## config.mk

```make
export PLATFORM = sky130hd
export DESIGN_NAME = minimax_ai
export DESIGN_NICKNAME = d
export VERILOG_FILES = /design/src/rtl/minimax_ai.sv
export SDC_FILE = /design/constraint.sdc
export NUM_CORES = 1
export LEC_CHECK = 0
export BUFFER_PORTS_ARGS = -buffer_cell sky130_fd_sc_hd__buf_4
export CAP_MARGIN = 30
export CELL_PAD_IN_SITES_DETAIL_PLACEMENT = 1
export CELL_PAD_IN_SITES_GLOBAL_PLACEMENT = 1
export CORE_MARGIN = 1.5
export CORE_UTILIZATION = 45
export DETAILED_ROUTE_END_ITERATION = 7
export PLACE_DENSITY_LB_ADDON = 0.1
export SYNTH_ARGS = -nofsm -noshare
export SYNTH_HDL_FRONTEND = slang
export SYNTH_SLANG_ARGS = --single-unit
export TNS_END_PERCENT = 1
```

## constraint.sdc

```tcl
create_clock -name clk -period 40.7 [get_ports clk]
set_input_delay 4.07 -clock clk [delete_from_list [all_inputs] [get_ports clk]]
set_output_delay 4.07 -clock clk [all_outputs]
set_load 0.01 [all_outputs]
```

## src/rtl/minimax_ai.sv

```systemverilog
// Connect-Four move selector: scores each legal column one per cycle against a board snapshot
// and registers the drop cell's MSB bit index once all seven candidates have been visited.
module minimax_ai (
  input  logic        clk,
  input  logic        rst,
  input  logic [83:0] grid,
  input  logic [20:0] column_counts,
  input  logic        player,
  input  logic        sw,
  output logic [6:0]  opt,
  output logic        move
);

  typedef enum logic [1:0] {StIdle, StEval, StDone} state_e;

  localparam logic [1:0] CellHuman = 2'b01;
  localparam logic [1:0] CellAi    = 2'b10;

  state_e      state_q, state_d;
  logic [2:0]  k_q, k_d;
  logic [1:0]  best_score_q, best_score_d;
  logic [6:0]  best_idx_q, best_idx_d;
  logic [83:0] grid_snap_q, grid_snap_d;
  logic [20:0] counts_snap_q, counts_snap_d;
  logic [6:0]  opt_q, opt_d;
  logic        move_q, move_d;

  // Owner of a cell; off-board cells and code 11 read as empty.
  function automatic logic [1:0] owner_at(input logic [83:0] g, input int c, input int r);
    logic [6:0] idx;
    logic [1:0] code;
    owner_at = 2'b00;
    if (c >= 0 && c <= 6 && r >= 0 && r <= 5) begin
      idx  = 7'(12 - 2 * c + 14 * r);
      code = g[idx +: 2];
      owner_at = (code == 2'b11) ? 2'b00 : code;
    end
  endfunction

  // True if a piece of owner p dropped at (c,r) completes a line of four or more.
  function automatic logic makes_four(input logic [83:0] g, input int c, input int r,
                                      input logic [1:0] p);
    int   dx, dy, cnt;
    logic run;
    makes_four = 1'b0;
    for (int d = 0; d < 4; d++) begin
      case (d)
        0:       begin dx = 1; dy = 0;  end
        1:       begin dx = 0; dy = 1;  end
        2:       begin dx = 1; dy = 1;  end
        default: begin dx = 1; dy = -1; end
      endcase
      cnt = 1;
      run = 1'b1;
      for (int s = 1; s <= 3; s++) begin
        if (run && owner_at(g, c + s * dx, r + s * dy) == p) cnt++;
        else run = 1'b0;
      end
      run = 1'b1;
      for (int s = 1; s <= 3; s++) begin
        if (run && owner_at(g, c - s * dx, r - s * dy) == p) cnt++;
        else run = 1'b0;
      end
      if (cnt >= 4) makes_four = 1'b1;
    end
  endfunction

  int         cand_col;
  logic [4:0] cand_base;
  logic [2:0] cand_n;
  logic [6:0] cand_idx;
  logic [1:0] cand_score;
  logic [1:0] upd_score;
  logic [6:0] upd_idx;

  // Centre-first visiting order so that score ties keep the most central column.
  always_comb begin
    cand_col = 6;
    unique case (k_q)
      3'd0:    cand_col = 3;
      3'd1:    cand_col = 2;
      3'd2:    cand_col = 4;
      3'd3:    cand_col = 1;
      3'd4:    cand_col = 5;
      3'd5:    cand_col = 0;
      default: cand_col = 6;
    endcase
    cand_base = 5'(3 * cand_col);
    cand_n    = counts_snap_q[cand_base +: 3];
    cand_idx  = 7'(13 - 2 * cand_col + 14 * int'(cand_n));
    if (cand_n >= 3'd6) begin
      cand_score = 2'd0;
    end else if (makes_four(grid_snap_q, cand_col, int'(cand_n), CellAi)) begin
      cand_score = 2'd3;
    end else if (makes_four(grid_snap_q, cand_col, int'(cand_n), CellHuman)) begin
      cand_score = 2'd2;
    end else begin
      cand_score = 2'd1;
    end
    if (cand_score > best_score_q) begin
      upd_score = cand_score;
      upd_idx   = cand_idx;
    end else begin
      upd_score = best_score_q;
      upd_idx   = best_idx_q;
    end
  end

  always_comb begin
    state_d       = state_q;
    k_d           = k_q;
    best_score_d  = best_score_q;
    best_idx_d    = best_idx_q;
    grid_snap_d   = grid_snap_q;
    counts_snap_d = counts_snap_q;
    opt_d         = opt_q;
    move_d        = move_q;
    unique case (state_q)
      StIdle: begin
        move_d = 1'b0;
        if (sw && player) begin
          grid_snap_d   = grid;
          counts_snap_d = column_counts;
          best_score_d  = 2'd0;
          best_idx_d    = 7'd0;
          k_d           = 3'd0;
          state_d       = StEval;
        end
      end
      StEval: begin
        if (!sw || !player) begin
          move_d  = 1'b0;
          state_d = StIdle;
        end else begin
          best_score_d = upd_score;
          best_idx_d   = upd_idx;
          if (k_q == 3'd6) begin
            // A zero best score means every column is full: no move to offer.
            opt_d   = (upd_score != 2'd0) ? upd_idx : 7'd0;
            move_d  = (upd_score != 2'd0);
            state_d = StDone;
          end else begin
            k_d = k_q + 3'd1;
          end
        end
      end
      StDone: begin
        if (!player || !sw || grid != grid_snap_q || column_counts != counts_snap_q) begin
          move_d  = 1'b0;
          state_d = StIdle;
        end
      end
      default: begin
        move_d  = 1'b0;
        state_d = StIdle;
      end
    endcase
  end

  always_ff @(posedge clk) begin
    if (rst) begin
      state_q       <= StIdle;
      k_q           <= 3'd0;
      best_score_q  <= 2'd0;
      best_idx_q    <= 7'd0;
      grid_snap_q   <= 84'd0;
      counts_snap_q <= 21'd0;
      opt_q         <= 7'd0;
      move_q        <= 1'b0;
    end else begin
      state_q       <= state_d;
      k_q           <= k_d;
      best_score_q  <= best_score_d;
      best_idx_q    <= best_idx_d;
      grid_snap_q   <= grid_snap_d;
      counts_snap_q <= counts_snap_d;
      opt_q         <= opt_d;
      move_q        <= move_d;
    end
  end

  assign opt  = opt_q;
  assign move = move_q;

endmodule

```

; Yosys cells after proc, flatten, opt, wreduce, memory -nomap -nowiden
; Cells that the tools add are included.
; Widths: inputs -> output; s select.
[classes]
n_addsub = 175
multipliers = 44
n_lt_le_gt_ge = 130
n_eq_ne = 111
n_shift = 49
n_mux = 414
n_bitwise = 1
reduce_logical = 168
[op_table]
columns = cell, count
row1 = $shiftx 84x8->2, 48
row2 = $mux 32, 121
row3 = $ge 32x1->1 const B, 60
row4 = $le 32x4->1 const B, 60
row5 = $add 32x2->32 const B, 40
row6 = $mul 4x32->6 const A, 36
row7 = $add 4x32->32, 30
row8 = $sub 4x32->32, 30
row9 = $mux 2, 186
row10 = $add 7x7->7, 49
row11 = $ge 32x4->1 const B, 8
row12 = $mul 3x32->32 const A, 6
row13 = $sub 5x7->7 const A, 24
row14 = $logic_and 1x1->1, 153
row15 = $eq 2x2->1 const B, 73
row16 = $mux 1, 94
row17 = $ne 84x84->1, 1
row18 = $eq 2x1->1 const B, 25
row19 = $mul 3x32->5 const A, 1
row20 = $mux 7, 4
row21 = $ne 21x21->1, 1
row22 = $shiftx 21x6->3, 1
row23 = $pmux 3 s6, 1
row24 = $pmux 7 s2, 1
row25 = 24 further kinds, 39
[totals]
ff_bits = 127
in_bits = 109
output_inout_bits = 8
word_cells = 1100

; Logic depth before layout (Yosys ltp)
[logic_depth]
ltp_word = 89
mapped_depth = 55
ltp_nobuf = 52

; Worst setup path before layout
; Ideal clock, no wire load.
[synth_path]
path_kind = reg-to-reg
startpoint = register k_q[0]
endpoint = register best_idx_q[4]
setup_time_ns = 0.128
t_arrival_ns = 13.101
required_time_ns = 40.572
setup_slack_ns = 27.471
stages_incl_launch_ff = 49
n_path_buf = 3
synth_period_minus_slack_ns = 13.229
path_cell_list = dfxtp_1 ha_1 ha_1 or3_1 o22ai_1 inv_1 ha_1 ha_1 clkbuf_1 mux2_2 o221ai_1 a21oi_1 o221ai_4 nand2_2 ha_1 clkbuf_1 inv_1 xnor2_1 [13 not listed] ha_1 mux2_2 ha_1 o2111ai_1 or4_1 a21boi_1 o211a_1 o2111ai_1 or2_2 o21ai_1 ha_1 nor2_1 o22a_1 clkbuf_1 mux2i_1 nor2_1 a21oi_1 nor2_1
[synth_between]
elab_chain_cells = 51
elab_cells_between_ends = 1031
cone_classes = add/sub (174) / mul (38) / order compare (130) / eq/ne (101) / shift (49) / mux (386) / reduce/logical (153)
[synth_lines]
columns = element, line
row1 = from (decl), 20  ; logic [2:0] k_q, k_d;
row2 = from (signal assigned), 172  ; k_q <= k_d;
row3 = $eq 3x3->1 (tied with other cells), 79  ; unique case (k_q)
row4 = $pmux 3 s6 (*), 79
row5 = $mul 3x32->5, 88  ; cand_base = 5'(3 * cand_col);
row6 = $shiftx 21x6->3, 89  ; cand_n = counts_snap_q[cand_base +: 3];
row7 = $add 4x32->32, 56  ; if (run && owner_at(g, c + s * dx, r + s * dy) == p) cnt++;
row8 = $mul 4x32->6, 34  ; idx = 7'(12 - 2 * c + 14 * r);
row9 = $add 7x7->7, 34
row10 = $shiftx 84x8->2, 35  ; code = g[idx +: 2];
row11 = [35 not listed], --
row12 = $mux 1, 91  ; if (cand_n >= 3'd6) begin
row13 = $mux 2, 95  ; end else if (makes_four(grid_snap_q, cand_col, int'(cand_n), CellHuman)) begin
row14 = $mux 2, 93  ; end else if (makes_four(grid_snap_q, cand_col, int'(cand_n), CellAi)) begin
row15 = $mux 2, 91
row16 = $gt 2x2->1, 100  ; if (cand_score > best_score_q) begin
row17 = $mux 7 (*), 100
row18 = $mux 7 (*), 131  ; if (!sw || !player) begin
row19 = $pmux 7 s2 (*), 118  ; unique case (state_q)
row20 = to (signal assigned), 174  ; best_idx_q <= best_idx_d;
row21 = to (decl), 22  ; logic [6:0] best_idx_q, best_idx_d;
; Every way passes the cells marked *; elsewhere a longest branch is shown, timed or not. The select of a mux whose other input is x is not followed.
; A chain may end at the register's enable or synchronous reset.

; Worst setup path in the final report
[layout_path]
startpoint = register k_q[2]
endpoint = register opt_q[6] (netlist: opt[6])
[layout_between]
elab_chain_cells = 51
elab_cells_between_ends = 1034
cone_classes = add/sub (174) / mul (38) / order compare (130) / eq/ne (102) / shift (49) / mux (386) / reduce/logical (155)
[layout_lines]
columns = element, line
row1 = $eq 3x3->1 (tied with other cells), 79
row2 = $pmux 3 s6, 79
row3 = $mul 3x32->5, 88
row4 = $shiftx 21x6->3, 89
row5 = $add 4x32->32, 56
row6 = $mul 4x32->6, 34
row7 = $add 7x7->7, 34
row8 = $shiftx 84x8->2, 35
row9 = [35 not listed], --
row10 = $mux 1, 91
row11 = $mux 2, 95
row12 = $mux 2, 93
row13 = $mux 2, 91
row14 = $gt 2x2->1, 100
row15 = $mux 2, 100
row16 = $reduce_bool 2->1, 139  ; opt_d = (upd_score != 2'd0) ? upd_idx : 7'd0;
row17 = $mux 7, 139
row18 = to (signal assigned), 177  ; opt_q <= opt_d;
row19 = to (decl), 25  ; logic [6:0] opt_q, opt_d;
; Parallel ways exist; a longest one is shown, timed or not. The select of a mux whose other input is x is not followed.

==> impl_metrics.env <==
export IMPL_detailed_route_iter0_violations=2792
export IMPL_final_report_setup_violation_count=0
export IMPL_regArea_um2=2542
export IMPL_post_layout_nonfiller_instances=3841
export IMPL_criticalPathCategory="flop to flop"
export IMPL_cts_root_to_sink_buffers=2
export IMPL_io_pin_count=117
export IMPL_global_route_wire_length_before_repair_mm=190.8
export IMPL_leakagePower_nw=11.42
export IMPL_crit_buf_inv=6
export IMPL_synth_warning_count=0
export IMPL_r2r_setup_slack_ns=24.10
export IMPL_r2r_cells=46
export IMPL_synthesis_instances=3044
export IMPL_drt_wl_total_mm=133.1
export IMPL_worstSetupEndpoint="opt[6]"
export IMPL_initial_utilization=0.4547
export IMPL_reg2reg_from="k_q[2]"
export IMPL_drtPass1Iterations=6
export IMPL_worst_ir_drop_vdd_v=0.0001262
export IMPL_core_rowCount=89
export IMPL_clock_latency_ns=0.43
export IMPL_via_count_of_the_first_global_routing_pass=28107
export IMPL_drive_gt1_frac=0.2097
export IMPL_vias_per_cell=7.094
export IMPL_final_core_utilization=0.4946
export IMPL_dieHeight_um=247.2
export IMPL_overflow=0
export IMPL_fillCellCount=6845
export IMPL_post_synth_fa_ha_maj_area_fraction=0.1162
export IMPL_ant_nets=0
export IMPL_area_used_by_multi_input_combinational_logic_um2=22770
export IMPL_cts_tree="done"
export IMPL_endpoint_kind="flop"
export IMPL_worstReg2RegEnd="opt[6]"
export IMPL_setup_worst_path_start="k_q[2]"
export IMPL_floorplan_die_area_um2=61120
export IMPL_drc_errors=0
export IMPL_cts_setup_buffers=0
export IMPL_worstMarginPinSlew_ns=1.124
export IMPL_port_buffers=116
export IMPL_powerDensity_nw_per_um2=85.20
export IMPL_post_cts_clock_slew_at_the_launch_and_capture_registers_of_the_worst_setup_and_hold_paths_ns=0.06
export IMPL_synthArstFlopShare=0
export IMPL_layout_cells_most_common="nand2_1"
export IMPL_synth_main_ff_cell="dfxtp_1"
export IMPL_number_of_flops_mapped_to_enable_cells_by_yosys=0
export IMPL_dp_hpwl_mm=103.9
export IMPL_drv_slew=0
export IMPL_synth_simple_gate_area_share=0.1614
export IMPL_totalPowerFinal_w=0.002487
export IMPL_die_width_um=247.2
export IMPL_final_hold_viol_count=0
export IMPL_synth_mux_area_frac=0.3046
export IMPL_postSynthRegisterBits=127
export IMPL_worstPathRequired_ns=41.04
export IMPL_cp_max_fo=19
export IMPL_globalRouteTotalUtil=0.4322
export IMPL_finClkSkew_ns=0.009602
export IMPL_worstPathArrival_ns=16.94
export IMPL_worstSetupStartpointType="flop"
export IMPL_synth_compound_area_share=0.1669
export IMPL_wl_per_cell_um=34.65
export IMPL_placed_cells_incl_taps=3798
export IMPL_via_count=27247
export IMPL_crit_path_frequent_cell="ha_1"
export IMPL_worstSetupPathDepth=46
export IMPL_placed_cell_area_um2=28490
export IMPL_design_area_um2=29190
export IMPL_synth_top_family_by_area="multiplexers"
export IMPL_netlist_area_before_placement_um2=26840
export IMPL_area_growth_synth_to_final_pct=8.769
export IMPL_cts_htree_levels=4
export IMPL_antenna_found_initial=4
export IMPL_min_period_ns=16.60
export IMPL_max_cap_violations=0
export IMPL_grt_start_max_net_pins=121
export IMPL_clk_root_buf="clkbuf_16"
export IMPL_total_cts_buffers=17
export IMPL_synth_xor_area_frac=0.09711
export IMPL_placeableCoreArea_um2=59020
export IMPL_cts_hold_buffers_added=0
export IMPL_outcome="finished clean"
export IMPL_layout_worst_path_cycle_share=0.4078
export IMPL_most_common_layout_cells="nand2_1, mux4_2, a21oi_1"
export IMPL_max_freq_mhz=60.25
export IMPL_timing_critical_path_max_delay_family="compound AO/OA/AOI/OAI gates"
export IMPL_crit_path_max_incr_delay_ns=0.81
export IMPL_number_of_distinct_library_cells_after_synthesis=108
export IMPL_timing_hold_worst_class="flop to flop"
export IMPL_finalSetupTns_ns=0
export IMPL_slew_limit_headroom=0.2499
export IMPL_routabilityCongestion=1.073
export IMPL_synth_yosys_seq_area_share=0.09473
export IMPL_slowest_stage="a22oi_1"
export IMPL_finalNetCount=3385
export IMPL_avgSynthCellArea_um2=8.817
export IMPL_cts_sink_count=127
export IMPL_rsz_0062_raised_after_global_routing="no"
export IMPL_post_cts_resized=0
-- state kept, by name (all words and copies together) (netlist names) --
signal and cells:
grid_snap_q 84, counts_snap_q 21, best_idx_q 7, opt 7, k_q 3, best_score_q 2, state_q 2, move 1
-- synth_stat cells (48+ instances only) --
library cell  count  area, um^2
clkbuf_1        174       653.1
nand3_1          63       315.3
ha_1            198        2477
mux2_2           48       540.5
dfxtp_1         127        2542
a21oi_1         258        1291
o21ai_0          69       345.3
xnor2_1         152        1331
nand2_1         341        1280
mux4_2          276        6216
nor2_1          143       536.8
mux2i_1         130        1301
inv_1           163       611.8
xor2_1          117        1025
-- metal layers --
layer | wire [um] | track usage | vias to the layer above
met1 | 47460 | 0.5038 | 13496
met4 | 11260 | 0.3018 | 4
met2 | 59750 | 0.6845 | 1755
met3 | 14590 | 0.1226 | 559
li1 | - | - | 11433
met5 | 23 | 0.004085 | -
-- cell type report --
type,instances,share of cell area
Antenna cell,7,0.0006001
Timing Repair Buffer,212,0.05748
Multi-Input combinational cell,2524,0.7800
Tap cell,773,0.03313
Inverter,166,0.02135
Clock inverter,15,0.005743
Clock buffer,17,0.01457
Sequential cell,127,0.08709
-- how the worst min path moves through the flow --
stage / start / slack, ns / cells past startpoint / end
final: opt[5] / 0.46 / 2 / opt[5]
after global routing: opt[4] / 0.47 / 2 / opt[4]
after CTS: opt[5] / 0.46 / 2 / opt[5]
after detailed placement: opt[5] / 0.45 / 2 / opt[5]
after global placement: opt[6] / 0.44 / 2 / opt[6]
after floorplan: best_score_q[1] / 0.43 / 2 / best_score_q[1]
-- through the flow --
step	hold WS, ns	worst slack, ns
4_1_cts	0.4581	24.52
3_5_place_dp	0.4492	24.57
5_1_grt	0.4737	23.27
3_3_place_gp	0.4387	25.21
6_report	0.4556	24.10
2_1_floorplan	0.4319	27.47
-- worst register-to-register path, delay by kind of cell (launching register included) --
kind | cells | cell delay (ns)
AO/OA/AOI/OAI | 15 | 5.11
AND/OR/NAND/NOR | 9 | 2.56
XOR/XNOR | 2 | 1.41
multiplexers | 3 | 1.31
buffers and inverters | 6 | 1.29
flip-flops | 1 | 0.71
adder cells (fa/ha/maj) | 11 | 4.15
-- report_power, final --
group          switching (W)  internal (W)  total (W)
registers          0.0000225      0.000129   0.000152
clock network      0.0000684     0.0000873   0.000156
logic                0.00134      0.000836    0.00218
total                0.00144       0.00105    0.00249
-- cell families after synthesis --
group                    after synthesis
AND/OR/NAND/NOR                      874
AO/OA/AOI/OAI                        675
multiplexers                         461
buffers and inverters                394
XOR/XNOR                             280
adder cells (fa/ha/maj)              232
flip-flops                           127
other                                  1
(Power assumes the default switching activity.)
